File: config.mk
export PLATFORM = sky130hd
export DESIGN_NAME = puf_rng_sample_packer
export DESIGN_NICKNAME = d
export VERILOG_FILES = /design/src/rtl/puf_rng_sample_packer.sv
export SDC_FILE = /design/constraint.sdc
export NUM_CORES = 1
export LEC_CHECK = 0
export BUFFER_PORTS_ARGS = -buffer_cell sky130_fd_sc_hd__buf_2
export CAP_MARGIN = 20
export CORE_MARGIN = 5
export CORE_UTILIZATION = 66
export DETAILED_ROUTE_END_ITERATION = 12
export GPL_TIMING_DRIVEN = 0
export PLACE_DENSITY = 0.85
export SETUP_SLACK_MARGIN = 0.5
export SLEW_MARGIN = 20
export SYNTH_ARGS = -nofsm -noshare
export SYNTH_HDL_FRONTEND = slang
export SYNTH_SLANG_ARGS = --single-unit
File: constraint.sdc
create_clock -name clk -period 15.4 [get_ports clk]
set_clock_uncertainty 0.1 [all_clocks]
set_input_delay 3.08 -clock clk [delete_from_list [all_inputs] [get_ports clk]]
set_output_delay 3.08 -clock clk [all_outputs]
set_load 0.02 [all_outputs]
File: src/rtl/puf_rng_sample_packer.sv
// -----------------------------------------------------------------------------
// puf_rng_sample_packer
//
// Packs the PUF core's RNG-mode 2-bit samples into 32-bit words (16 samples,
// LSB first) and buffers the words in a small FIFO. The FIFO is read through a
// valid/ready port.
//
// Optional feature macro: PUF_RNG_HEALTH_EN
//   defined   - repetition-count health test on accepted samples. A run of
//               REP_LIMIT identical samples sets health_fail and discards the
//               partial word. Samples are then ignored until clear.
//   undefined - no run counter; health_fail is held at 0.
//
// Parameters
//   FIFO_DEPTH   words buffered (power of two, >= 2)
//   REP_LIMIT    run length that trips the health test (2..255)
//
// Ports
//   clk           clock
//   rst           asynchronous active-high reset
//   enable        packer enable; low clears the partial word and sample count
//   sample_valid  strobe marking a new 2-bit sample
//   sample        2-bit sample value
//   rd_ready      consumer accepts the head word
//   rd_valid      FIFO non-empty
//   rd_data       FIFO head word
//   fifo_level    number of words held
//   overflow      sticky: a completed word was dropped on a full FIFO
//   health_fail   sticky: repetition test tripped
//   clear         pulse: clears sticky flags, run counter and partial word
// -----------------------------------------------------------------------------
module puf_rng_sample_packer #(
   parameter int FIFO_DEPTH = 4,
   parameter int REP_LIMIT  = 16
) (
   input  logic                            clk,
   input  logic                            rst,
   input  logic                            enable,
   input  logic                            sample_valid,
   input  logic [1:0]                      sample,
   input  logic                            rd_ready,
   output logic                            rd_valid,
   output logic [31:0]                     rd_data,
   output logic [$clog2(FIFO_DEPTH+1)-1:0] fifo_level,
   output logic                            overflow,
   output logic                            health_fail,
   input  logic                            clear
);

   localparam int LW = $clog2(FIFO_DEPTH + 1);
   localparam int PW = $clog2(FIFO_DEPTH);
   localparam logic [LW-1:0] LEVEL_FULL = LW'(FIFO_DEPTH);

   logic [3:0]    cnt_q, cnt_d;
   logic [31:0]   partial_q, partial_d;
   logic [PW-1:0] wr_ptr_q, wr_ptr_d;
   logic [PW-1:0] rd_ptr_q, rd_ptr_d;
   logic [LW-1:0] level_q, level_d;
   logic          rd_valid_q;
   logic          overflow_q, overflow_d;
   logic          health_q, health_d;
   logic [31:0]   mem_q [FIFO_DEPTH];

   logic          accept_s;
   logic          last_s;
   logic          trip_s;
   logic          push_req_s;
   logic          pop_s;
   logic          full_s;
   logic          push_ok_s;
   logic          drop_s;
   logic [31:0]   word_s;

   assign accept_s = enable & sample_valid & ~health_q;
   assign last_s   = (cnt_q == 4'd15);
   // Bits [31:30] of the partial word are always zero here, so OR-ing the
   // final sample in completes the word.
   assign word_s   = partial_q | {sample, 30'd0};

`ifdef PUF_RNG_HEALTH_EN
   logic [7:0] run_q, run_d, run_next_s;
   logic [1:0] prev_q, prev_d;

   // Length of the run the incoming sample would extend or start.
   always_comb begin
      if ((run_q != 8'd0) && (sample == prev_q)) begin
         run_next_s = run_q + 8'd1;
      end else begin
         run_next_s = 8'd1;
      end
   end

   assign trip_s = accept_s & (run_next_s >= 8'(REP_LIMIT));

   // Next state of the run counter and the last accepted sample.
   always_comb begin
      run_d  = run_q;
      prev_d = prev_q;
      if (clear) begin
         run_d = 8'd0;
      end else if (accept_s) begin
         run_d  = run_next_s;
         prev_d = sample;
      end else begin
         run_d = run_q;
      end
   end

   // Run counter registers.
   always_ff @(posedge clk or posedge rst) begin
      if (rst) begin
         run_q  <= 8'd0;
         prev_q <= 2'd0;
      end else begin
         run_q  <= run_d;
         prev_q <= prev_d;
      end
   end
`else
   assign trip_s = 1'b0;
`endif

   assign push_req_s = accept_s & last_s & ~trip_s;
   assign pop_s      = rd_valid_q & rd_ready;
   assign full_s     = (level_q == LEVEL_FULL);
   // A pop on the same edge frees the slot the new word needs.
   assign push_ok_s  = push_req_s & (~full_s | pop_s);
   assign drop_s     = push_req_s & full_s & ~pop_s;

   // Sample counter and partial word next state.
   always_comb begin
      cnt_d     = cnt_q;
      partial_d = partial_q;
      if (clear || !enable || trip_s) begin
         cnt_d     = 4'd0;
         partial_d = 32'd0;
      end else if (accept_s) begin
         if (last_s) begin
            cnt_d     = 4'd0;
            partial_d = 32'd0;
         end else begin
            cnt_d = cnt_q + 4'd1;
            partial_d[{cnt_q, 1'b0} +: 2] = sample;
         end
      end else begin
         cnt_d = cnt_q;
      end
   end

   // FIFO pointer, level and sticky flag next state.
   always_comb begin
      wr_ptr_d = push_ok_s ? (wr_ptr_q + PW'(1)) : wr_ptr_q;
      rd_ptr_d = pop_s ? (rd_ptr_q + PW'(1)) : rd_ptr_q;
      case ({push_ok_s, pop_s})
         2'b10:   level_d = level_q + LW'(1);
         2'b01:   level_d = level_q - LW'(1);
         default: level_d = level_q;
      endcase
      // A new event on the same edge as clear wins.
      if (drop_s) begin
         overflow_d = 1'b1;
      end else if (clear) begin
         overflow_d = 1'b0;
      end else begin
         overflow_d = overflow_q;
      end
      if (trip_s) begin
         health_d = 1'b1;
      end else if (clear) begin
         health_d = 1'b0;
      end else begin
         health_d = health_q;
      end
   end

   // Control and status registers.
   always_ff @(posedge clk or posedge rst) begin
      if (rst) begin
         cnt_q      <= 4'd0;
         partial_q  <= 32'd0;
         wr_ptr_q   <= '0;
         rd_ptr_q   <= '0;
         level_q    <= '0;
         rd_valid_q <= 1'b0;
         overflow_q <= 1'b0;
         health_q   <= 1'b0;
      end else begin
         cnt_q      <= cnt_d;
         partial_q  <= partial_d;
         wr_ptr_q   <= wr_ptr_d;
         rd_ptr_q   <= rd_ptr_d;
         level_q    <= level_d;
         rd_valid_q <= (level_d != LW'(0));
         overflow_q <= overflow_d;
         health_q   <= health_d;
      end
   end

   // FIFO storage; cleared on reset so rd_data reads zero out of reset.
   always_ff @(posedge clk or posedge rst) begin
      if (rst) begin
         for (int i = 0; i < FIFO_DEPTH; i++) begin
            mem_q[i] <= 32'd0;
         end
      end else if (push_ok_s) begin
         mem_q[wr_ptr_q] <= word_s;
      end else begin
         mem_q[wr_ptr_q] <= mem_q[wr_ptr_q];
      end
   end

   assign rd_valid    = rd_valid_q;
   assign rd_data     = mem_q[rd_ptr_q];
   assign fifo_level  = level_q;
   assign overflow    = overflow_q;
   assign health_fail = health_q;

endmodule

* After elaboration in Yosys (flattened, before gate mapping)
Index checks and enable logic that the tools add are counted.
Cells by class: reductions and logical operators 6, add/subtract/negate cells 6, bitwise operators 12, eq/ne operators 4, multiplexer cells 21, shifts and indexed selects 2, divide/modulo/power cells 0, order comparisons 3, $mul 0
Operators with widths (count):
- bitwise mux 128 bit | 2
- two-way mux 32 bit | 8
- binary-select mux 32 bit (select 2 bit) | 2
- two-way mux 128 bit | 1
- demux 32 bit (select 2 bit) | 1
- bitwise mux 32 bit | 1
- OR 32 bit | 1
- variable shift 2 x 7 -> 32 bit, first input constant | 1
- variable part select 2 x 7 -> 32 bit | 1
- two-way mux 4 bit | 3
- negator 5 -> 7 bit | 1
- bitwise AND 1 bit | 6
- greater-or-equal comparator 3 bit, second input constant | 2
- inverter 2 -> 3 bit | 2
- one-hot mux 3 bit (2 select lines) | 1
- adder 2 x 1 -> 2 bit, second input constant | 2
- adder 4 x 1 -> 4 bit, second input constant | 1
- equality test 4 bit, second input constant | 1
- nonzero test 2 bit | 2
- adder 3 x 1 -> 3 bit, second input constant | 1
- equality test 3 bit, second input constant | 1
- less-than comparator 3 x 1 -> 1 bit, second input constant | 1
- nonzero test 3 bit | 1
- subtractor 3 x 1 -> 3 bit, second input constant | 1
- other kinds (8) | 10
Word-level totals: latch bits 0, bits of input ports 8, output and inout bits 38, register bits after elaboration 173, logic and storage cells 65, bits in read-only memories 0, memories 0, memory bits (writable) 0

* Logic depth before layout (Yosys ltp)
word-level depth 7, mapped depth 9, depth with buffers taken out 8

* Worst setup path after synthesis
No wires, ideal clock.
path type input to register, start in rd_ready, end reg rd_valid_q, in the netlist rd_valid, data arrival time 4666 ps, stages on the path 8, slack 10496 ps, path buffers 1, data required time 15162 ps, setup time 138 ps, path through and2_1 -> clkbuf_1 -> o21ai_0 -> fa_1 -> xnor2_1 -> nor4_1 -> o21bai_1 -> a31oi_1
Between the ends: longest elaborated chain between the ends 6, elaborated cells between the ends (all ways) 7
RTL lines:
- start: declaration | line 41 | input logic rd_ready,
- bitwise AND 1 bit * | line 124 | assign pop_s = rd_valid_q & rd_ready;
- OR 1 bit | line 127 | assign push_ok_s = push_req_s & (~full_s | pop_s);
- bitwise AND 1 bit | line 127
- equality test 2 x 1 -> 1 bit or equality test 2 bit (tied branches) | line 154 | case ({push_ok_s, pop_s})
- one-hot mux 3 bit (2 select lines) * | line 154
- nonzero test 3 bit * | line 193 | rd_valid_q <= (level_d != LW'(0));
- end signal: assignment | line 193
- end: declaration | line 59 | logic rd_valid_q;
Every way passes the cells marked *; elsewhere a longest branch is shown, timed or not. A chain may end at the register's enable or synchronous reset.

* Final worst setup path
start reg rd_ptr_q[1], end out rd_data[8]
Between the ends: longest elaborated chain between the ends 4
RTL lines:
- start: declaration | line 57 | logic [PW-1:0] rd_ptr_q, rd_ptr_d;
- start signal: assignment | line 191 | rd_ptr_q <= rd_ptr_d;
- inverter 2 -> 3 bit (not written as such) | line 213 | assign rd_data = mem_q[rd_ptr_q];
- binary-select mux 32 bit (select 2 bit) | line 213
- two-way mux 32 bit (not written as such) (2 in a row) | line 213
- end: declaration | line 43 | output logic [31:0] rd_data,
No other way between the ends. The select of a mux whose other input is x is not followed.

==> flow_summary.yaml <==
run_status:
  status: "finished, final reports clean"
global_routing:
  grtUsageMet1_pct: 40.0
  grt_max_degree: 114
  track_usage_pct: 31.9
  grt_pass1_vias: 7394
  grt.met3_usage_pct: 9.10
  grt_pass1_wl_um: 39100
  use_met2_pct: 51.9
  antenna_found_initial: 0
  grt_busiest_layer: "met2"
  grt-ovfl-total: 0
floorplan:
  die_y_um: 126
  die_w_um: 126
  core_area_sq_um: 13200
  dieArea_sq_um: 15900
  num_rows: 42
  start_util_pct: 67.2
  pin_count: 46
routing:
  route.vias.total: 7111
  routedWlPerCell_um: 23.3
  dr.pass1.iters: 6
  drt_iter0_drc: 1001
  finalWirelength_um: 24300
  ant_nets: 0
  vias_per_cell: 6.82
  drc_errors: 0
cells_and_area:
  drive_gt1_share_pct: 19.1
  stdcell_count: 1042
  final_cell_mix: "dfrtp_1 (173), a21oi_1 (128), nor2_1 (127)"
  finalInstanceArea_sq_um: 9980
  syn_to_final_growth_pct: 12.5
  final_common_cell: "dfrtp_1"
  diodes: 0
  fin_nets: 870
cts:
  ctsHoldBuffers: 0
  cts_tree: "built"
  cts-htree-levels: 4
  path_clk_slew_ns: 0.06
  clock_path_buffers: 2
  clock_latency_ns: 0.45
  cts_sinks: 173
  cts_buffers: 17
  cts_root_buf: "clkbuf_16"
  cts_setup_buffers: 0
  post_cts_resized: 0
power:
  static-leakage-power_uw: 0.00390
  vdd_drop_max_uv: 106
  power_density_nw_per_um2: 112
placed_design:
  dpl.hpwl_um: 15900
  routabilityCongestion: 0.902
  postPlaceCellArea_sq_um: 9340
  portBuffers: 43
  place_inst: 1010
  dp_slack_ns: 9.98
synthesis:
  synth_area_sq_um: 8870
  synth_edf_count: 0
  synth_fp_nets: 807
  yosysSeqAreaShare_pct: 48.8
  synth_seq_cells: 173
  synth.distinct_cells: 54
  syn_inst: 790
  yosysWarningCount: 0
  syn-mean-instance-area_sq_um: 11.2
  synth_area_leader_cell: "dfrtp_1"
  yosys-top-cells-area: "dfrtp_1 (49%), mux4_2 (16%), a21oi_1 (7.2%), mux2i_1 (6.9%), nor2_1 (5.4%)"
  ys.flop_type: "dfrtp_1"
  synth_top_area_share_pct: 48.8
  async_flop_share_pct: 100
sta:
  report.final.slew_viol_count: 0
  fmax_ghz: 0.168
  setup_viol: 0
  worst_hold_slack_ns: 0.434
  tns_ns: 0
  worst_slew_pin_slew_ns: 0.951
  fin_crit_ns: 5.94
  finalHoldViolCount: 0
  rsz0062_at_grt: "no"
  finalWorstSetupSlack_ns: 9.46
  timing.final.crit_share_pct: 38.6
  maxSlewHeadroom_pct: 35.7
worst_setup_path:
  path_max_fanout: 10
  path_class: "reg2out"
  cp.required_ns: 12.22
  r2r_slack_ns: 12.04
  startpoint: "rd_ptr_q[1]$_DFFE_PP0N_"
  start_kind: "flop"
  timing.rr.start: "wr_ptr_q[1]$_DFFE_PP0N_"
  rr_worst_depth: 9
  cp-endpoint: "rd_data[8]"
  end_kind: "output pin"
  rr_endpoint: "mem_q[97]$_DFFE_PP0P_"
  cp.arrival_ns: 2.76
job:
  cap_violations: 0
worst_hold_path:
  min_path_type: "reg2reg"
-- stage by stage --
stage	total power, uW	utilization, %
3_5_place_dp	654	70.8
2_1_floorplan	609	-
3_3_place_gp	650	70.5
4_1_cts	1110	75.7
5_1_grt	1150	75.7
6_report	1110	75.7
-- how the worst min path moves through the flow --
stage                                  start                  endpoint  slack [ns]  depth (start not counted)
finish              partial_q[0]$_DFFE_PP0P_  partial_q[0]$_DFFE_PP0P_        0.43                          1
floorplan           partial_q[6]$_DFFE_PP0P_  partial_q[6]$_DFFE_PP0P_        0.36                          1
CTS                 partial_q[0]$_DFFE_PP0P_  partial_q[0]$_DFFE_PP0P_        0.43                          1
global placement    partial_q[0]$_DFFE_PP0P_  partial_q[0]$_DFFE_PP0P_        0.40                          1
global route        partial_q[0]$_DFFE_PP0P_  partial_q[0]$_DFFE_PP0P_        0.44                          1
detailed placement  partial_q[0]$_DFFE_PP0P_  partial_q[0]$_DFFE_PP0P_        0.42                          1
-- layer usage --
metal / part of all wire [%] / vias to the layer above
li1: - / 2987
met1: 36 / 3539
met2: 50 / 468
met3: 9.2 / 115
met4: 4.7 / 2
met5: 0.18 / -
-- cells by family after synthesis --
logic type      synth area share [%]
simple gates                    11.0
flops                           48.8
compound gates                  10.4
mux                             23.6
buf+inv                         3.94
fa+ha+maj                       1.35
xor+xnor                       0.790
other cells                   0.0423
-- cell usage after synthesis, types with 8 or more instances --
master	number
inv_1	22
clkbuf_1	38
buf_2	11
nand3_1	18
mux2i_1	61
buf_1	9
a21oi_1	128
mux4_2	64
dfrtp_1	173
ha_1	8
nand2_1	32
nor2_1	127
o21ai_0	12
nand4_1	11
-- sequential cells by signal (all words and copies together) (netlist names) --
signal,count
overflow,1
partial_q,32
wr_ptr_q,2
rd_ptr_q,2
cnt_q,4
fifo_level,3
mem_q,128
rd_valid,1
-- final cells by class --
class,count,area (sq um)
fill,828,3210
tap,176,220
inverter,22,90.1
clock buffer,19,453
timing repair buffer,44,243
multi-input combinational,532,4190
sequential,173,4330
clock inverter,13,188
buffer,63,267
-- where the power goes --
part	total (uW)	internal (uW)	switching (uW)
sequential	473	463	9.29
combinational	175	66.2	109
clock	466	281	185
total	1110	810	303
-- worst max-delay path, stage by stage (launching register included) --
cell,delay [ns]
dfrtp_1,0.31
buf_2,0.23
buf_1,0.72
buf_2,0.47
mux4_2,0.39
buf_2,0.18
Note: power is estimated with default switching activity, not from simulation.
